==> src/rtl/seven_segment_scan_receiver.sv <==
// Receive side of a multiplexed 7-segment display bus.
// Recovers the hex value shown on each digit from the segment bus and the one-hot digit select.
// A pattern must be stable for STABLE_CYCLES samples before it is captured. A stable pattern
// that is not a hex glyph produces an err_o pulse and is not written.
// Optional feature: define SEVSEG_RX_BLANK_EN to add blank_o. A stable, all-dark segment
// pattern then marks that digit as blank instead of producing an error.
module seven_segment_scan_receiver #(
  parameter int unsigned DIGITS        = 4,
  parameter int unsigned STABLE_CYCLES = 4
) (
  input  logic                  clock,
  input  logic                  reset,
  input  logic [7:0]            seg_i,
  input  logic [DIGITS-1:0]     an_i,
  output logic [4*DIGITS-1:0]   digits_o,
  output logic [DIGITS-1:0]     dp_o,
  output logic [DIGITS-1:0]     valid_o,
  output logic                  update_o,
  output logic [2:0]            update_idx,
  output logic                  err_o
`ifdef SEVSEG_RX_BLANK_EN
  ,
  output logic [DIGITS-1:0]     blank_o
`endif
);

  localparam int unsigned SampW = DIGITS + 8;
  localparam logic [7:0]  CntLim = 8'(STABLE_CYCLES);

  typedef enum logic [1:0] {StIdle, StCount, StCaptured} state_e;

  state_e             state_q, state_d;
  logic [7:0]         cnt_q, cnt_d;
  logic [SampW-1:0]   samp_q, samp_now;
  logic               changed, an_onehot, capture;
  logic               glyph_ok;
  logic [3:0]         glyph_hex;
  logic [2:0]         an_idx;

  logic [4*DIGITS-1:0] digits_d;
  logic [DIGITS-1:0]   dp_d, valid_d;
  logic                update_d, err_d;
  logic [2:0]          idx_d;
`ifdef SEVSEG_RX_BLANK_EN
  logic [DIGITS-1:0]   blank_d;
`endif

  // Decode the incoming segment pattern, the one-hot property and the digit index.
  always_comb begin
    samp_now  = {an_i, seg_i};
    changed   = (samp_now != samp_q);
    an_onehot = (an_i != '0) && ((an_i & (an_i - 1'b1)) == '0);
    an_idx    = 3'd0;
    for (int i = 0; i < int'(DIGITS); i++) begin
      if (an_i[i]) an_idx = 3'(i);
    end
    glyph_ok  = 1'b1;
    glyph_hex = 4'h0;
    case (seg_i[6:0])
      7'h3F: glyph_hex = 4'h0;
      7'h06: glyph_hex = 4'h1;
      7'h5B: glyph_hex = 4'h2;
      7'h4F: glyph_hex = 4'h3;
      7'h66: glyph_hex = 4'h4;
      7'h6D: glyph_hex = 4'h5;
      7'h7D: glyph_hex = 4'h6;
      7'h07: glyph_hex = 4'h7;
      7'h7F: glyph_hex = 4'h8;
      7'h6F: glyph_hex = 4'h9;
      7'h77: glyph_hex = 4'hA;
      7'h7C: glyph_hex = 4'hB;
      7'h39: glyph_hex = 4'hC;
      7'h5E: glyph_hex = 4'hD;
      7'h79: glyph_hex = 4'hE;
      7'h71: glyph_hex = 4'hF;
      default: glyph_ok = 1'b0;
    endcase
  end

  // Stability FSM: count identical samples and fire one capture per stable window.
  always_comb begin
    state_d = state_q;
    cnt_d   = cnt_q;
    capture = 1'b0;
    case (state_q)
      StIdle: begin
        if (an_onehot) begin
          state_d = StCount;
          cnt_d   = 8'd1;
        end
      end
      StCount: begin
        if (changed) begin
          state_d = an_onehot ? StCount : StIdle;
          cnt_d   = an_onehot ? 8'd1 : 8'd0;
        end else begin
          if (cnt_q != 8'hFF) cnt_d = cnt_q + 8'd1;
          if (cnt_d >= CntLim) begin
            capture = 1'b1;
            state_d = StCaptured;
          end
        end
      end
      StCaptured: begin
        if (changed) begin
          state_d = an_onehot ? StCount : StIdle;
          cnt_d   = an_onehot ? 8'd1 : 8'd0;
        end
      end
      default: begin
        state_d = StIdle;
        cnt_d   = 8'd0;
      end
    endcase
  end

  // Next values of the captured digit state and the one-cycle pulses.
  always_comb begin
    digits_d = digits_o;
    dp_d     = dp_o;
    valid_d  = valid_o;
    idx_d    = update_idx;
    update_d = 1'b0;
    err_d    = 1'b0;
`ifdef SEVSEG_RX_BLANK_EN
    blank_d  = blank_o;
`endif
    if (capture) begin
      if (glyph_ok) begin
        update_d = 1'b1;
        idx_d    = an_idx;
        for (int i = 0; i < int'(DIGITS); i++) begin
          if (an_i[i]) begin
            digits_d[4*i +: 4] = glyph_hex;
            dp_d[i]            = seg_i[7];
            valid_d[i]         = 1'b1;
`ifdef SEVSEG_RX_BLANK_EN
            blank_d[i]         = 1'b0;
`endif
          end
        end
`ifdef SEVSEG_RX_BLANK_EN
      end else if (seg_i[6:0] == 7'h00) begin
        // Dark digit: record blank and dp, keep the last hex value and valid flag.
        update_d = 1'b1;
        idx_d    = an_idx;
        for (int i = 0; i < int'(DIGITS); i++) begin
          if (an_i[i]) begin
            dp_d[i]    = seg_i[7];
            blank_d[i] = 1'b1;
          end
        end
`endif
      end else begin
        err_d = 1'b1;
      end
    end
  end

  // FSM, counter and sample register.
  always_ff @(posedge clock or posedge reset) begin
    if (reset) begin
      state_q <= StIdle;
      cnt_q   <= 8'd0;
      samp_q  <= '0;
    end else begin
      state_q <= state_d;
      cnt_q   <= cnt_d;
      samp_q  <= samp_now;
    end
  end

  // Registered outputs.
  always_ff @(posedge clock or posedge reset) begin
    if (reset) begin
      digits_o   <= '0;
      dp_o       <= '0;
      valid_o    <= '0;
      update_o   <= 1'b0;
      update_idx <= 3'd0;
      err_o      <= 1'b0;
`ifdef SEVSEG_RX_BLANK_EN
      blank_o    <= '0;
`endif
    end else begin
      digits_o   <= digits_d;
      dp_o       <= dp_d;
      valid_o    <= valid_d;
      update_o   <= update_d;
      update_idx <= idx_d;
      err_o      <= err_d;
`ifdef SEVSEG_RX_BLANK_EN
      blank_o    <= blank_d;
`endif
    end
  end

endmodule

==> config.mk <==
export PLATFORM = sky130hd
export DESIGN_NAME = seven_segment_scan_receiver
export DESIGN_NICKNAME = d
export VERILOG_FILES = /design/src/rtl/seven_segment_scan_receiver.sv
export SDC_FILE = /design/constraint.sdc
export NUM_CORES = 1
export LEC_CHECK = 0
export CORE_MARGIN = 1
export CORE_UTILIZATION = 57
export CTS_CLUSTER_DIAMETER = 30
export CTS_CLUSTER_SIZE = 25
export DETAILED_ROUTE_END_ITERATION = 8
export PLACE_DENSITY = 0.86
export SLEW_MARGIN = 20
export SYNTH_ARGS = -nofsm -noshare
export SYNTH_HDL_FRONTEND = slang
export SYNTH_SLANG_ARGS = --single-unit
==> constraint.sdc <==
create_clock -name clock -period 3.65 [get_ports clock]
set_clock_uncertainty 0.1 [all_clocks]
set_input_delay 0.365 -clock clock [delete_from_list [all_inputs] [get_ports clock]]
set_output_delay 0.365 -clock clock [all_outputs]
set_load 0.05 [all_outputs]
[Word-level counts from Yosys, hierarchy flattened]
Cells that the tools add are included.
Storage, ports and cells
  bits in registers: 51
  bits in latches: 0
  memory bits (writable): 0
  ROM bits: 0
  bits of input ports: 14
  output and inout bits: 29
  logic and storage cells: 83
  memories kept: 0
Operators by class
  $add $sub $neg: 2
  multiply operators: 0
  divide/modulo/power cells: 0
  magnitude comparators: 1
  equality and inequality tests: 23
  shift operators: 0
  muxes and demuxes: 26
  bitwise logic cells: 1
  reduce and logical (&&, ||, !) cells: 12
Operators by type and width (count)
  == test 7 bit (second input constant): 12
  one-hot mux 4 bit (15 select lines): 1
  two-way mux 8 bit: 6
  one-hot mux 8 bit (3 select lines): 1
  OR reduction 16 bit: 1
  AND reduction 3 bit: 5
  == test 7 x 3 -> 1 bit (second input constant): 2
  == test 7 x 6 -> 1 bit (second input constant): 2
  inequality test 12 bit: 1
  two-way mux 1 bit: 11
  adder 8 x 1 -> 8 bit (second input constant): 1
  >= comparator 8 x 3 -> 1 bit (second input constant): 1
  two-way mux 2 bit: 4
  inequality test 8 bit (second input constant): 1
  two-way mux 3 bit: 2
  one-hot mux 2 bit (3 select lines): 1
  AND 4 bit: 1
  logical NOT 4 bit: 1
  inequality test 2 bit (second input constant): 2
  AND reduction 2 bit: 2
  nonzero test 4 bit: 1
  subtractor 4 x 1 -> 4 bit (second input constant): 1
  inequality test 3 bit (second input constant): 1
  == test 2 x 1 -> 1 bit (second input constant): 1
  other kinds (3): 3

[Depth between registers and ports, before layout]
Gate-level depths: netlist (run 1).
  depth after elaboration: 9
  mapped depth: 8
  depth with buffers taken out: 7

[Worst setup path after synthesis (run 1)]
No wires, ideal clock.
  path type: input -> register
  start: input port seg_i[5]
  end: register digits_o[10]
  setup time: 0.125 ns
  arrival time: 2.195 ns
  data required time: 3.425 ns
  slack: 1.230 ns
  stages on the path: 8
  path buffers: 2
  cells stage by stage: buf_2 > nand3b_1 > nor3_1 > a211o_1 > or4_1 > buf_4 > nand3_4 > mux2_2
On the way
  word-level cells in the longest chain between the ends: 4
  elaborated cells between the ends (all ways): 23
  those cells by class: eq/ne: 17; mux: 4; reduce/logical: 2
RTL lines
  start, declared: RTL line 13  | input logic [7:0] seg_i,
  == test 7 bit, or another cell as far along: RTL line 59  | case (seg_i[6:0])
  OR reduction 16 bit (no source line) / two-way mux 1 bit (equally long branches)
  two-way mux 1 bit, on equally long branches: RTL line 59, 85
  AND reduction 3 bit (no source line)
  end signal, assigned: RTL line 186  | digits_o <= digits_d;
  end, declared: RTL line 15  | output logic [4*DIGITS-1:0] digits_o,
Parallel ways exist; a longest one is shown, timed or not.
A chain may end at the register's enable or synchronous reset.

[Worst setup path in the final report (run 1)]
  start: input port seg_i[3]
  end: register dp_o[3]
On the way
  word-level cells in the longest chain between the ends: 4
  elaborated cells between the ends (all ways): 22
  those cells by class: eq/ne: 17; mux: 3; reduce/logical: 2
RTL lines
  == test 7 bit, or another cell as far along: RTL line 59
  OR reduction 16 bit (no source line) / two-way mux 1 bit (equally long branches)
  two-way mux 1 bit, on equally long branches: RTL line 59, 85
  AND reduction 3 bit (no source line) (*)
  end signal, assigned: RTL line 187  | dp_o <= dp_d;
  end, declared: RTL line 16  | output logic [DIGITS-1:0] dp_o,
Every way passes the cells marked *; elsewhere a longest branch is shown, timed or not.

==> results of run 1 <==
-- cell usage after synthesis (all sizes together) (2+ instances only) --
cell / n
inv: 5
xor2: 14
a21oi: 19
nand3: 13
clkbuf: 7
nand2: 15
nor2: 11
mux2i: 2
nor3: 4
nand2b: 6
a21boi: 2
a31oi: 6
and2: 2
nor4: 5
mux2: 21
o22ai: 3
o211ai: 2
nor2b: 3
o21ai: 11
or4: 2
dfrtp: 50
o31ai: 3
nand3b: 2
buf: 10
and3: 2
nor4b: 2
-- final cells by class --
type	count	area (sq um)
multi-input combinational	169	1220
inverter	5	20.0
clock buffer	5	68.8
fill	315	1230
timing repair buffer	49	470
clock inverter	3	28.8
sequential	50	1250
tap	52	65.1
-- layer usage --
| layer | wire length [um] | up-vias | global-route usage, % |
|---|---|---|---|
| li1 | - | 940 | - |
| met1 | 2310 | 946 | 31.8 |
| met2 | 2640 | 58 | 38.9 |
| met3 | 277 | 8 | 5.23 |
| met4 | 67 | 0 | 6.35 |
| met5 | 0 | - | 0 |
-- worst register-to-register path, cell delays in order (launching register included) --
cell and delay [ps]:
dfrtp_1 460, ha_1 300, nor4b_1 310, mux2i_1 100
o21ai_0 480, a21boi_4 240, nand3_4 210, mux2_2 360
-- where the power goes --
part | internal (mW) | switching, mW
registers | 0.563 | 0.00828
logic | 0.0402 | 0.0607
clock network | 0.142 | 0.202
-- through the flow --
step / hold slack (ps) / cell area [sq um] / std cells / worst slack [ps]
final: 374 / 3130 / 333 / 637
after global routing: 418 / 3130 / 333 / 558
after CTS: 383 / 3130 / 333 / 653
after detailed placement: 359 / 3030 / 325 / 315
after global placement: 354 / 3030 / 325 / 383
after floorplan: 296 / 2590 / 241 / 1230
-- registers in the layout, summed over array words and instances (netlist names) --
name,flops
valid_o,4
cnt_q,8
state_q,2
err_o,1
dp_o,4
digits_o,16
update_idx,2
update_o,1
samp_q,12
-- logic make-up (layout without fill, tap and decap cells) --
group | count (synthesis) | in the layout | synth area share, %
flip-flops | 50 | 50 | 48.3
other | 1 | 1 | 0.145
XOR/XNOR | 14 | 14 | 4.73
adder cells (fa/ha/maj) | 2 | 2 | 0.870
AO/OA/AOI/OAI | 55 | 55 | 13.3
buffers and inverters | 22 | 62 | 4.49
multiplexers | 23 | 23 | 10.5
AND/OR/NAND/NOR | 74 | 74 | 17.6
-- final timing paths --
kind                                  from         end  cells past startpoint
worst max register to register    cnt_q[0]     dp_o[3]                      7
max in group asynchronous            reset  state_q[0]                      2
worst min-delay path            valid_o[1]  valid_o[1]                      1
worst max-delay path              seg_i[3]     dp_o[3]                      7
worst min register to register  valid_o[1]  valid_o[1]                      1
min in group asynchronous            reset     dp_o[3]                      2
==> flow_results.xml, run 1 <==
<?xml version="1.0" encoding="UTF-8"?>
<metrics>
  <group name="sta">
    <metric name="setup_tns" unit="ps">0</metric>
    <metric name="maxClockFrequency" unit="GHz">0.332</metric>
    <metric name="timing.slew.headroom" unit="%">45.2</metric>
    <metric name="final_hold_viol_count" unit="">0</metric>
    <metric name="timing.final.crit_period" unit="ps">3010</metric>
    <metric name="drv_slew" unit="">0</metric>
    <metric name="min_period_over_period" unit="%">82.5</metric>
    <metric name="grt_setup_unrepaired" unit="">false</metric>
    <metric name="tightestPinTransition" unit="ps">821</metric>
    <metric name="setup_viol" unit="">0</metric>
  </group>
  <group name="logic_synthesis">
    <metric name="synth_area_per_cell" unit="sq um">10.7</metric>
    <metric name="yosysUniqueCellTypes" unit="">53</metric>
    <metric name="yosys_register_bits" unit="">50</metric>
    <metric name="synthFlopType" unit="">dfrtp_1</metric>
    <metric name="synth_fp_nets" unit="">256</metric>
    <metric name="asyncSetResetFlopFracSynth" unit="%">100</metric>
    <metric name="synth_seq_area_share" unit="%">48.3</metric>
    <metric name="post_synth_instance_area" unit="sq mm">0.00259</metric>
    <metric name="yosysTopAreaCell" unit="">dfrtp_1</metric>
    <metric name="synth_top_area_share" unit="%">48.3</metric>
    <metric name="yosysWarnings" unit="">0</metric>
    <metric name="synth-edff-count" unit="">0</metric>
    <metric name="synth.area.top_cells" unit="">dfrtp_1 (48%), mux2_2 (5.7%), xor2_1 (4.7%), a21oi_1 (3.7%), nand3_4 (2.7%)</metric>
    <metric name="netlist_instances" unit="">241</metric>
  </group>
  <group name="global_route">
    <metric name="grt_usage" unit="%">23.7</metric>
    <metric name="largest_net_degree_at_the_start_of_global_routing" unit="">51</metric>
    <metric name="antenna_found_initial" unit="">0</metric>
    <metric name="grt_first_pass_wirelength" unit="mm">8.97</metric>
    <metric name="via_count_of_the_first_global_routing_pass" unit="">1823</metric>
    <metric name="grt_overflow" unit="">0</metric>
  </group>
  <group name="setup_path">
    <metric name="slowest_delay" unit="ps">830</metric>
    <metric name="critPathKind" unit="">in -&gt; reg</metric>
    <metric name="critical-path-top-delay-family" unit="">simple AND/OR/NAND/NOR gates</metric>
    <metric name="crit_arrival" unit="ps">3130</metric>
    <metric name="setup.worst_path.start_class" unit="">input pin</metric>
    <metric name="critical-path-slowest-cell" unit="">or4_1</metric>
    <metric name="crit_fanout" unit="">13</metric>
    <metric name="timing.critical_path.cells" unit="">clkdlybuf4s50_1 &gt; or4bb_1 &gt; a31oi_1 &gt; a211o_1 &gt; or4_1 &gt; nand3_4 &gt; mux2_2</metric>
    <metric name="critical_path_required" unit="ps">3760</metric>
    <metric name="timing.critical_path.to_type" unit="">register</metric>
    <metric name="r2r_slack" unit="ps">990</metric>
    <metric name="worstPathBufferInverterCount" unit="">1</metric>
  </group>
  <group name="cells_and_area">
    <metric name="layout-area-overhead-vs-synth" unit="%">20.7</metric>
    <metric name="antenna_cells_inserted" unit="">0</metric>
    <metric name="fraction_of_layout_cells_with_a_size_suffix_above_1" unit="%">14.6</metric>
    <metric name="utilization" unit="%">71.8</metric>
    <metric name="top_library_cells_by_usage_in_the_layout_fill_and_taps_aside" unit="">dfrtp_1 (50), clkdlybuf4s50_1 (41), a21oi_1 (19)</metric>
    <metric name="layout_commonest_cell" unit="">dfrtp_1</metric>
    <metric name="finish.net_count" unit="">295</metric>
  </group>
  <group name="clock_network">
    <metric name="clkTransAtPathRegs" unit="ps">110</metric>
    <metric name="clock_tree.htree_level_count" unit="">2</metric>
    <metric name="clk_sinks" unit="">50</metric>
    <metric name="postCtsSetupBuffers" unit="">0</metric>
    <metric name="clock_path_buffers" unit="">2</metric>
    <metric name="tritoncts" unit="">built</metric>
    <metric name="post_cts_resized" unit="">0</metric>
    <metric name="tritoncts.num_buffers" unit="">5</metric>
    <metric name="clk_root_buffer_cell" unit="">clkbuf_8</metric>
    <metric name="clock_latency" unit="ps">310</metric>
    <metric name="cts_hold_buf" unit="">0</metric>
  </group>
  <group name="pwr">
    <metric name="power_per_cell_area" unit="mW/mm^2">325</metric>
    <metric name="vdd.ir_drop.worst" unit="uV">252</metric>
    <metric name="static-leakage-power" unit="nW">1.37</metric>
    <metric name="total_power_consumption_of_the_routed_design" unit="mW">1.02</metric>
  </group>
  <group name="outcome">
    <metric name="status" unit="">finished, final reports clean</metric>
  </group>
  <group name="floorplanning">
    <metric name="row_count" unit="">24</metric>
    <metric name="num_io_pins" unit="">43</metric>
    <metric name="design.die.area" unit="sq mm">0.00482</metric>
    <metric name="floorplan.die.width" unit="um">69.4</metric>
    <metric name="core" unit="sq mm">0.00435</metric>
    <metric name="initial_utilization" unit="%">59.5</metric>
    <metric name="die_height" unit="um">69.4</metric>
  </group>
  <group name="placed_design">
    <metric name="portBuffers" unit="">41</metric>
    <metric name="detailed_place_hpwl" unit="mm">3.83</metric>
    <metric name="gpl.final_weighted_congestion" unit="">0.859</metric>
  </group>
  <group name="min_path">
    <metric name="hold_path_class" unit="">reg -&gt; reg</metric>
  </group>
  <group name="detailed_routing">
    <metric name="detailedRoute.firstPassIterationCount" unit="">4</metric>
    <metric name="detail_route.wirelength" unit="mm">5.29</metric>
    <metric name="total_number_of_vias" unit="">1952</metric>
    <metric name="drt_drc_violations_left" unit="">0</metric>
    <metric name="initialDrtViolationCount" unit="">111</metric>
    <metric name="final_antenna_net_count" unit="">0</metric>
    <metric name="post_drt_wl_per_cell" unit="um">15.9</metric>
    <metric name="avgViaCountPerCell" unit="">5.86</metric>
  </group>
  <group name="run">
    <metric name="maxCapViolCount" unit="">0</metric>
  </group>
</metrics>
Note: power is estimated with default switching activity, not from simulation.
==> run 2, diff against run 1 <==
--- a/config.mk
+++ b/config.mk
@@ -6,11 +6,11 @@
 export NUM_CORES = 1
 export LEC_CHECK = 0
 export CORE_MARGIN = 1
-export CORE_UTILIZATION = 57
+export CORE_UTILIZATION = 53
 export CTS_CLUSTER_DIAMETER = 30
 export CTS_CLUSTER_SIZE = 25
 export DETAILED_ROUTE_END_ITERATION = 8
-export PLACE_DENSITY = 0.86
+export PLACE_DENSITY = 0.81
 export SLEW_MARGIN = 20
 export SYNTH_ARGS = -nofsm -noshare
 export SYNTH_HDL_FRONTEND = slang
==> constraint.sdc (replaced) <==
create_clock -name clock -period 3.1 [get_ports clock]
set_clock_uncertainty 0.1 [all_clocks]
set_input_delay 0.31 -clock clock [delete_from_list [all_inputs] [get_ports clock]]
set_output_delay 0.31 -clock clock [all_outputs]
set_load 0.05 [all_outputs]
==> flow_results.xml, run 2 (same netlist as run 1, synthesis figures left out) <==
<?xml version="1.0" encoding="UTF-8"?>
<metrics>
  <group name="setup_path">
    <metric name="setup.worst_path.start_class" unit="">input pin</metric>
    <metric name="r2r_start" unit="">cnt_q[0]</metric>
    <metric name="timing.critical_path.to_type" unit="">register</metric>
    <metric name="r2r_slack" unit="ps">480</metric>
    <metric name="critPathKind" unit="">in -&gt; reg</metric>
    <metric name="crit_path_start" unit="">seg_i[0]</metric>
    <metric name="critical_path_required" unit="ps">3190</metric>
    <metric name="crit_fanout" unit="">12</metric>
    <metric name="crit_arrival" unit="ps">2860</metric>
  </group>
  <group name="min_path">
    <metric name="hold_path_class" unit="">in -&gt; async</metric>
  </group>
  <group name="detailed_routing">
    <metric name="initialDrtViolationCount" unit="">97</metric>
    <metric name="avgViaCountPerCell" unit="">5.54</metric>
    <metric name="detail_route.wirelength" unit="mm">5.64</metric>
    <metric name="total_number_of_vias" unit="">1968</metric>
    <metric name="post_drt_wl_per_cell" unit="um">15.9</metric>
    <metric name="detailedRoute.firstPassIterationCount" unit="">4</metric>
    <metric name="drt_drc_violations_left" unit="">0</metric>
    <metric name="final_antenna_net_count" unit="">0</metric>
  </group>
  <group name="floorplanning">
    <metric name="design.die.area" unit="sq mm">0.00517</metric>
    <metric name="die_height" unit="um">71.9</metric>
    <metric name="num_io_pins" unit="">43</metric>
    <metric name="initial_utilization" unit="%">54.8</metric>
    <metric name="floorplan.die.width" unit="um">71.9</metric>
    <metric name="row_count" unit="">25</metric>
    <metric name="core" unit="sq mm">0.00472</metric>
  </group>
  <group name="pwr">
    <metric name="seq_power_share" unit="%">53.8</metric>
    <metric name="switching_power" unit="mW">0.296</metric>
    <metric name="comb_power_share" unit="%">10.2</metric>
    <metric name="power_per_cell_area" unit="mW/mm^2">389</metric>
    <metric name="vdd.ir_drop.worst" unit="uV">316</metric>
    <metric name="static-leakage-power" unit="nW">1.41</metric>
    <metric name="intPower" unit="mW">0.952</metric>
    <metric name="netSwitchingFraction" unit="%">23.7</metric>
    <metric name="total_power_consumption_of_the_routed_design" unit="mW">1.25</metric>
    <metric name="pwr-share-clk" unit="%">36.0</metric>
  </group>
  <group name="sta">
    <metric name="maxClockFrequency" unit="GHz">0.361</metric>
    <metric name="timing.final.crit_period" unit="ps">2770</metric>
    <metric name="setup_tns" unit="ps">0</metric>
    <metric name="min_period_over_period" unit="%">89.4</metric>
    <metric name="setup_viol" unit="">0</metric>
    <metric name="final_hold_viol_count" unit="">0</metric>
    <metric name="timing.slew.headroom" unit="%">38.1</metric>
    <metric name="grt_setup_unrepaired" unit="">false</metric>
    <metric name="fin_worst_hold_slack" unit="ps">366</metric>
    <metric name="drv_slew" unit="">0</metric>
    <metric name="tightestPinTransition" unit="ps">917</metric>
  </group>
  <group name="cells_and_area">
    <metric name="reg_top3" unit="">digits_o x16, samp_q x12, cnt_q x8</metric>
    <metric name="layout-area-overhead-vs-synth" unit="%">23.9</metric>
    <metric name="fraction_of_layout_cells_with_a_size_suffix_above_1" unit="%">16.7</metric>
    <metric name="instances_no_fill" unit="">355</metric>
    <metric name="fillers" unit="">360</metric>
    <metric name="registers.top_by_ff_count" unit="">digits_o</metric>
    <metric name="antenna_cells_inserted" unit="">0</metric>
    <metric name="utilization" unit="%">67.9</metric>
    <metric name="flip_flop_count_of_the_largest_register_all_copies_and_words_added" unit="">16</metric>
    <metric name="finish.net_count" unit="">302</metric>
    <metric name="layout_commonest_cell" unit="">dfrtp_1</metric>
    <metric name="top_library_cells_by_usage_in_the_layout_fill_and_taps_aside" unit="">dfrtp_1 (50), clkdlybuf4s50_1 (41), a21oi_1 (19)</metric>
  </group>
  <group name="outcome">
    <metric name="status" unit="">finished, final reports clean</metric>
  </group>
  <group name="clock_network">
    <metric name="clock_path_buffers" unit="">2</metric>
    <metric name="clk_root_buffer_cell" unit="">clkbuf_8</metric>
    <metric name="tritoncts" unit="">built</metric>
    <metric name="clkTransAtPathRegs" unit="ps">80</metric>
    <metric name="clock_tree.htree_level_count" unit="">2</metric>
    <metric name="post_cts_resized" unit="">0</metric>
    <metric name="cts_hold_buf" unit="">0</metric>
    <metric name="postCtsSetupBuffers" unit="">0</metric>
    <metric name="clk_sinks" unit="">50</metric>
    <metric name="clock_latency" unit="ps">300</metric>
    <metric name="tritoncts.num_buffers" unit="">5</metric>
  </group>
  <group name="placed_design">
    <metric name="detailed_place_hpwl" unit="mm">3.99</metric>
    <metric name="gpl.final_weighted_congestion" unit="">0.906</metric>
    <metric name="portBuffers" unit="">41</metric>
    <metric name="dp.cells" unit="">347</metric>
  </group>
  <group name="run">
    <metric name="maxCapViolCount" unit="">0</metric>
  </group>
  <group name="global_route">
    <metric name="via_count_of_the_first_global_routing_pass" unit="">1919</metric>
    <metric name="grt_first_pass_wirelength" unit="mm">9.51</metric>
    <metric name="grt_usage" unit="%">24.1</metric>
    <metric name="antenna_found_initial" unit="">0</metric>
    <metric name="grt_overflow" unit="">0</metric>
    <metric name="largest_net_degree_at_the_start_of_global_routing" unit="">51</metric>
  </group>
</metrics>
[run 2: changes by cell type in the layout (fill, tap and decap cells not counted)]
| cell | change |
|---|---|
| inv_8 | -1 |
| buf_4 | +7 |
| bufinv_16 | +1 |
| clkinv_2 | +2 |
| clkinv_4 | -2 |
[run 2: through the flow]
step	setup slack, ps	area (sq um)
CTS	344	3210
detailed placement	22.5	3100
finish	329	3210
floorplan	735	2590
global placement	46.6	3100
global route	201	3210
[run 2: worst max-delay path, stage by stage]
cell and delay (ps):
clkdlybuf4s50_1 710, or4bb_1 180, a31oi_1 80, a211o_1 280
or4_1 740, nand3_4 210, mux2_2 350
[run 2: power by group through the flow]
stage	logic, mW	clock network (mW)	registers (mW)
finish	0.128	0.449	0.672
global route	0.143	0.486	0.674
CTS	0.129	0.460	0.671
detailed placement	0.128	0	0.684
global placement	0.125	0	0.684
floorplan	0.0828	0	0.681
[run 2: path summary, 6_finish.rpt]
path,to,cells after the start
min in group clock,valid_o[1],1
max reg2reg,digits_o[10],7
min,update_idx[1],2
max,digits_o[10],7
max in group asynchronous,cnt_q[4],2
min reg2reg,valid_o[1],1
[run 2: area by class of cell]
class / count / area [sq um] / area share, %
Inverter: 5 / 20.0 / 0.624
Sequential cell: 50 / 1250 / 39.0
Tap cell: 67 / 83.8 / 2.61
Multi-Input combinational cell: 169 / 1220 / 38.1
Clock buffer: 5 / 68.8 / 2.14
Clock inverter: 3 / 40.0 / 1.25
Timing Repair Buffer: 56 / 523 / 16.3
[run 2: routing by layer]
metal	global-route usage, %	part of all wire, %	wire (um)	vias up
met5	0	0	0	-
met4	7.41	1.5	86	0
met3	5.14	4.0	228	10
met2	40.0	49	2760	59
met1	32.1	45	2560	946
li1	-	-	-	953
==> run 3, diff against run 2 <==
--- a/config.mk
+++ b/config.mk
@@ -6,11 +6,12 @@
 export NUM_CORES = 1
 export LEC_CHECK = 0
 export CORE_MARGIN = 1
-export CORE_UTILIZATION = 53
+export CORE_UTILIZATION = 23
+export CTS_BUF_LIST = sky130_fd_sc_hd__clkbuf_2
 export CTS_CLUSTER_DIAMETER = 30
 export CTS_CLUSTER_SIZE = 25
 export DETAILED_ROUTE_END_ITERATION = 8
-export PLACE_DENSITY = 0.81
+export PLACE_DENSITY = 0.42
 export SLEW_MARGIN = 20
 export SYNTH_ARGS = -nofsm -noshare
 export SYNTH_HDL_FRONTEND = slang
==> flow_results.xml, run 3 (same netlist as run 1, synthesis figures left out) <==
<?xml version="1.0" encoding="UTF-8"?>
<metrics>
  <group name="setup_path">
    <metric name="critPathKind" unit="">in -&gt; reg</metric>
    <metric name="crit_fanout" unit="">10</metric>
    <metric name="slowest_delay" unit="ps">760</metric>
    <metric name="critical_path_required" unit="ps">3350</metric>
    <metric name="timing.critical_path.cells" unit="">clkdlybuf4s50_1 &gt; or4bb_1 &gt; a31oi_1 &gt; a211o_1 &gt; or4_1 &gt; nand3_4 &gt; mux2_2</metric>
    <metric name="critical-path-top-delay-family" unit="">simple AND/OR/NAND/NOR gates</metric>
    <metric name="worstPathBufferInverterCount" unit="">1</metric>
    <metric name="crit_arrival" unit="ps">2850</metric>
    <metric name="critical-path-slowest-cell" unit="">or4_1</metric>
    <metric name="setup.worst_path.start_class" unit="">input pin</metric>
    <metric name="timing.critical_path.to_type" unit="">register</metric>
  </group>
  <group name="sta">
    <metric name="drv_slew" unit="">0</metric>
    <metric name="maxClockFrequency" unit="GHz">0.386</metric>
    <metric name="min_period_over_period" unit="%">83.6</metric>
    <metric name="setup_tns" unit="ps">0</metric>
    <metric name="timing.slew.headroom" unit="%">64.9</metric>
    <metric name="setup_viol" unit="">0</metric>
    <metric name="final_hold_viol_count" unit="">0</metric>
    <metric name="timing.final.crit_period" unit="ps">2590</metric>
    <metric name="tightestPinTransition" unit="ps">525</metric>
    <metric name="grt_setup_unrepaired" unit="">false</metric>
  </group>
  <group name="clock_network">
    <metric name="tritoncts.num_buffers" unit="">5</metric>
    <metric name="post_cts_resized" unit="">0</metric>
    <metric name="cts_hold_buf" unit="">1</metric>
    <metric name="clkTransAtPathRegs" unit="ps">290</metric>
    <metric name="clk_sinks" unit="">50</metric>
    <metric name="clock_latency" unit="ps">430</metric>
    <metric name="tritoncts" unit="">built</metric>
    <metric name="clock_path_buffers" unit="">2</metric>
    <metric name="clock_tree.htree_level_count" unit="">2</metric>
    <metric name="postCtsSetupBuffers" unit="">0</metric>
    <metric name="clk_root_buffer_cell" unit="">clkbuf_2</metric>
  </group>
  <group name="pwr">
    <metric name="power_per_cell_area" unit="mW/mm^2">336</metric>
    <metric name="netSwitchingFraction" unit="%">29.1</metric>
    <metric name="switching_power" unit="mW">0.324</metric>
    <metric name="pwr-share-clk" unit="%">27.3</metric>
    <metric name="intPower" unit="mW">0.788</metric>
    <metric name="static-leakage-power" unit="nW">1.43</metric>
    <metric name="seq_power_share" unit="%">60.7</metric>
    <metric name="vdd.ir_drop.worst" unit="uV">166</metric>
    <metric name="comb_power_share" unit="%">12.0</metric>
  </group>
  <group name="detailed_routing">
    <metric name="drt_drc_violations_left" unit="">0</metric>
    <metric name="detail_route.wirelength" unit="mm">6.29</metric>
    <metric name="post_drt_wl_per_cell" unit="um">14.5</metric>
    <metric name="initialDrtViolationCount" unit="">85</metric>
    <metric name="total_number_of_vias" unit="">1957</metric>
    <metric name="final_antenna_net_count" unit="">0</metric>
    <metric name="avgViaCountPerCell" unit="">4.50</metric>
    <metric name="detailedRoute.firstPassIterationCount" unit="">4</metric>
  </group>
  <group name="cells_and_area">
    <metric name="fillers" unit="">1128</metric>
    <metric name="layout-area-overhead-vs-synth" unit="%">27.9</metric>
    <metric name="fraction_of_layout_cells_with_a_size_suffix_above_1" unit="%">18.3</metric>
    <metric name="storage_element_area" unit="sq mm">0.00125</metric>
    <metric name="antenna_cells_inserted" unit="">0</metric>
    <metric name="finish.net_count" unit="">309</metric>
    <metric name="layout_commonest_cell" unit="">dfrtp_1</metric>
    <metric name="flip_flop_count_of_the_largest_register_all_copies_and_words_added" unit="">16</metric>
    <metric name="instances_no_fill" unit="">435</metric>
    <metric name="area_of_the_multi_input_gates" unit="sq mm">0.00122</metric>
    <metric name="post_route_design_area" unit="sq mm">0.00331</metric>
    <metric name="reg_top3" unit="">digits_o x16, samp_q x12, cnt_q x8</metric>
    <metric name="top_library_cells_by_usage_in_the_layout_fill_and_taps_aside" unit="">dfrtp_1 (50), clkdlybuf4s50_1 (41), buf_4 (20)</metric>
    <metric name="registers.top_by_ff_count" unit="">digits_o</metric>
  </group>
  <group name="global_route">
    <metric name="grt_usage" unit="%">11.5</metric>
    <metric name="antenna_found_initial" unit="">0</metric>
    <metric name="largest_net_degree_at_the_start_of_global_routing" unit="">21</metric>
    <metric name="via_count_of_the_first_global_routing_pass" unit="">1910</metric>
    <metric name="grt_overflow" unit="">0</metric>
    <metric name="grt_first_pass_wirelength" unit="mm">10.3</metric>
  </group>
  <group name="floorplanning">
    <metric name="floorplan.die.width" unit="um">108</metric>
    <metric name="core" unit="sq mm">0.0109</metric>
    <metric name="num_io_pins" unit="">43</metric>
    <metric name="row_count" unit="">38</metric>
    <metric name="die_height" unit="um">108</metric>
    <metric name="initial_utilization" unit="%">23.8</metric>
    <metric name="design.die.area" unit="sq mm">0.0117</metric>
  </group>
  <group name="placed_design">
    <metric name="portBuffers" unit="">41</metric>
    <metric name="dp.cells" unit="">426</metric>
    <metric name="gpl.final_weighted_congestion" unit="">0.782</metric>
    <metric name="detailed_place_hpwl" unit="mm">4.59</metric>
    <metric name="area_after_detailed_placement" unit="sq mm">0.00325</metric>
  </group>
  <group name="min_path">
    <metric name="hold_path_class" unit="">in -&gt; reg</metric>
  </group>
  <group name="run">
    <metric name="maxCapViolCount" unit="">0</metric>
  </group>
  <group name="outcome">
    <metric name="status" unit="">finished, final reports clean</metric>
  </group>
</metrics>
-- run 3: metrics by stage --
stage / util (%) / power (mW) / setup WS (ps) / hold slack [ps]
global placement: 29.8 / 0.820 / 43.8 / 356
global route: 30.4 / 1.17 / 407 / 334
CTS: 30.4 / 1.13 / 545 / 352
detailed placement: 29.8 / 0.820 / 4.18 / 360
floorplan: - / 0.764 / 735 / 241
finish: 30.4 / 1.11 / 508 / 388
-- run 3: worst paths after layout --
kind | slack (ps) | depth (start not counted) | startpoint | end
worst max-delay path | 510 | 7 | seg_i[4] | dp_o[2]
worst min-delay path | 390 | 2 | an_i[2] | samp_q[10]
worst max register to register | 560 | 9 | cnt_q[0] | dp_o[2]
worst min register to register | 420 | 1 | valid_o[3] | valid_o[3]
max in group asynchronous | 1670 | 4 | reset | samp_q[2]
min in group asynchronous | 570 | 3 | reset | digits_o[15]
-- run 3: worst register-to-register path: stages, from the launching register on --
cell and delay (ps):
dfrtp_1 510, ha_1 290, nand4_1 200, or4_1 420, o21ai_0 90, buf_4 160, a21boi_4 60, buf_12 170
nand3_4 130, mux2_2 340
-- run 3: per-layer routing --
metal  part of all wire, %  vias to the layer above  track usage, %
met4                  0.49                        0            2.35
li1                      -                      967               -
met3                   3.2                        4            2.35
met1                    50                      949            15.9
met5                     0                        -               0
met2                    47                       37            18.4
-- run 3: layout make-up --
cell class | count | share of cell area [%]
sequential | 50 | 37.8
multi-input combinational | 169 | 36.9
timing repair buffer | 63 | 17.8
tap | 140 | 5.29
clock inverter | 3 | 0.869
clock buffer | 5 | 0.756
inverter | 5 | 0.567
-- run 3: power by group through the flow --
stage          Sequential (mW)  Clock (mW)  Combinational, mW
6_report                 0.674       0.304              0.133
5_1_grt                  0.677       0.348              0.150
4_1_cts                  0.674       0.322              0.137
3_5_place_dp             0.685           0              0.136
3_3_place_gp             0.684           0              0.136
2_1_floorplan            0.681           0             0.0828
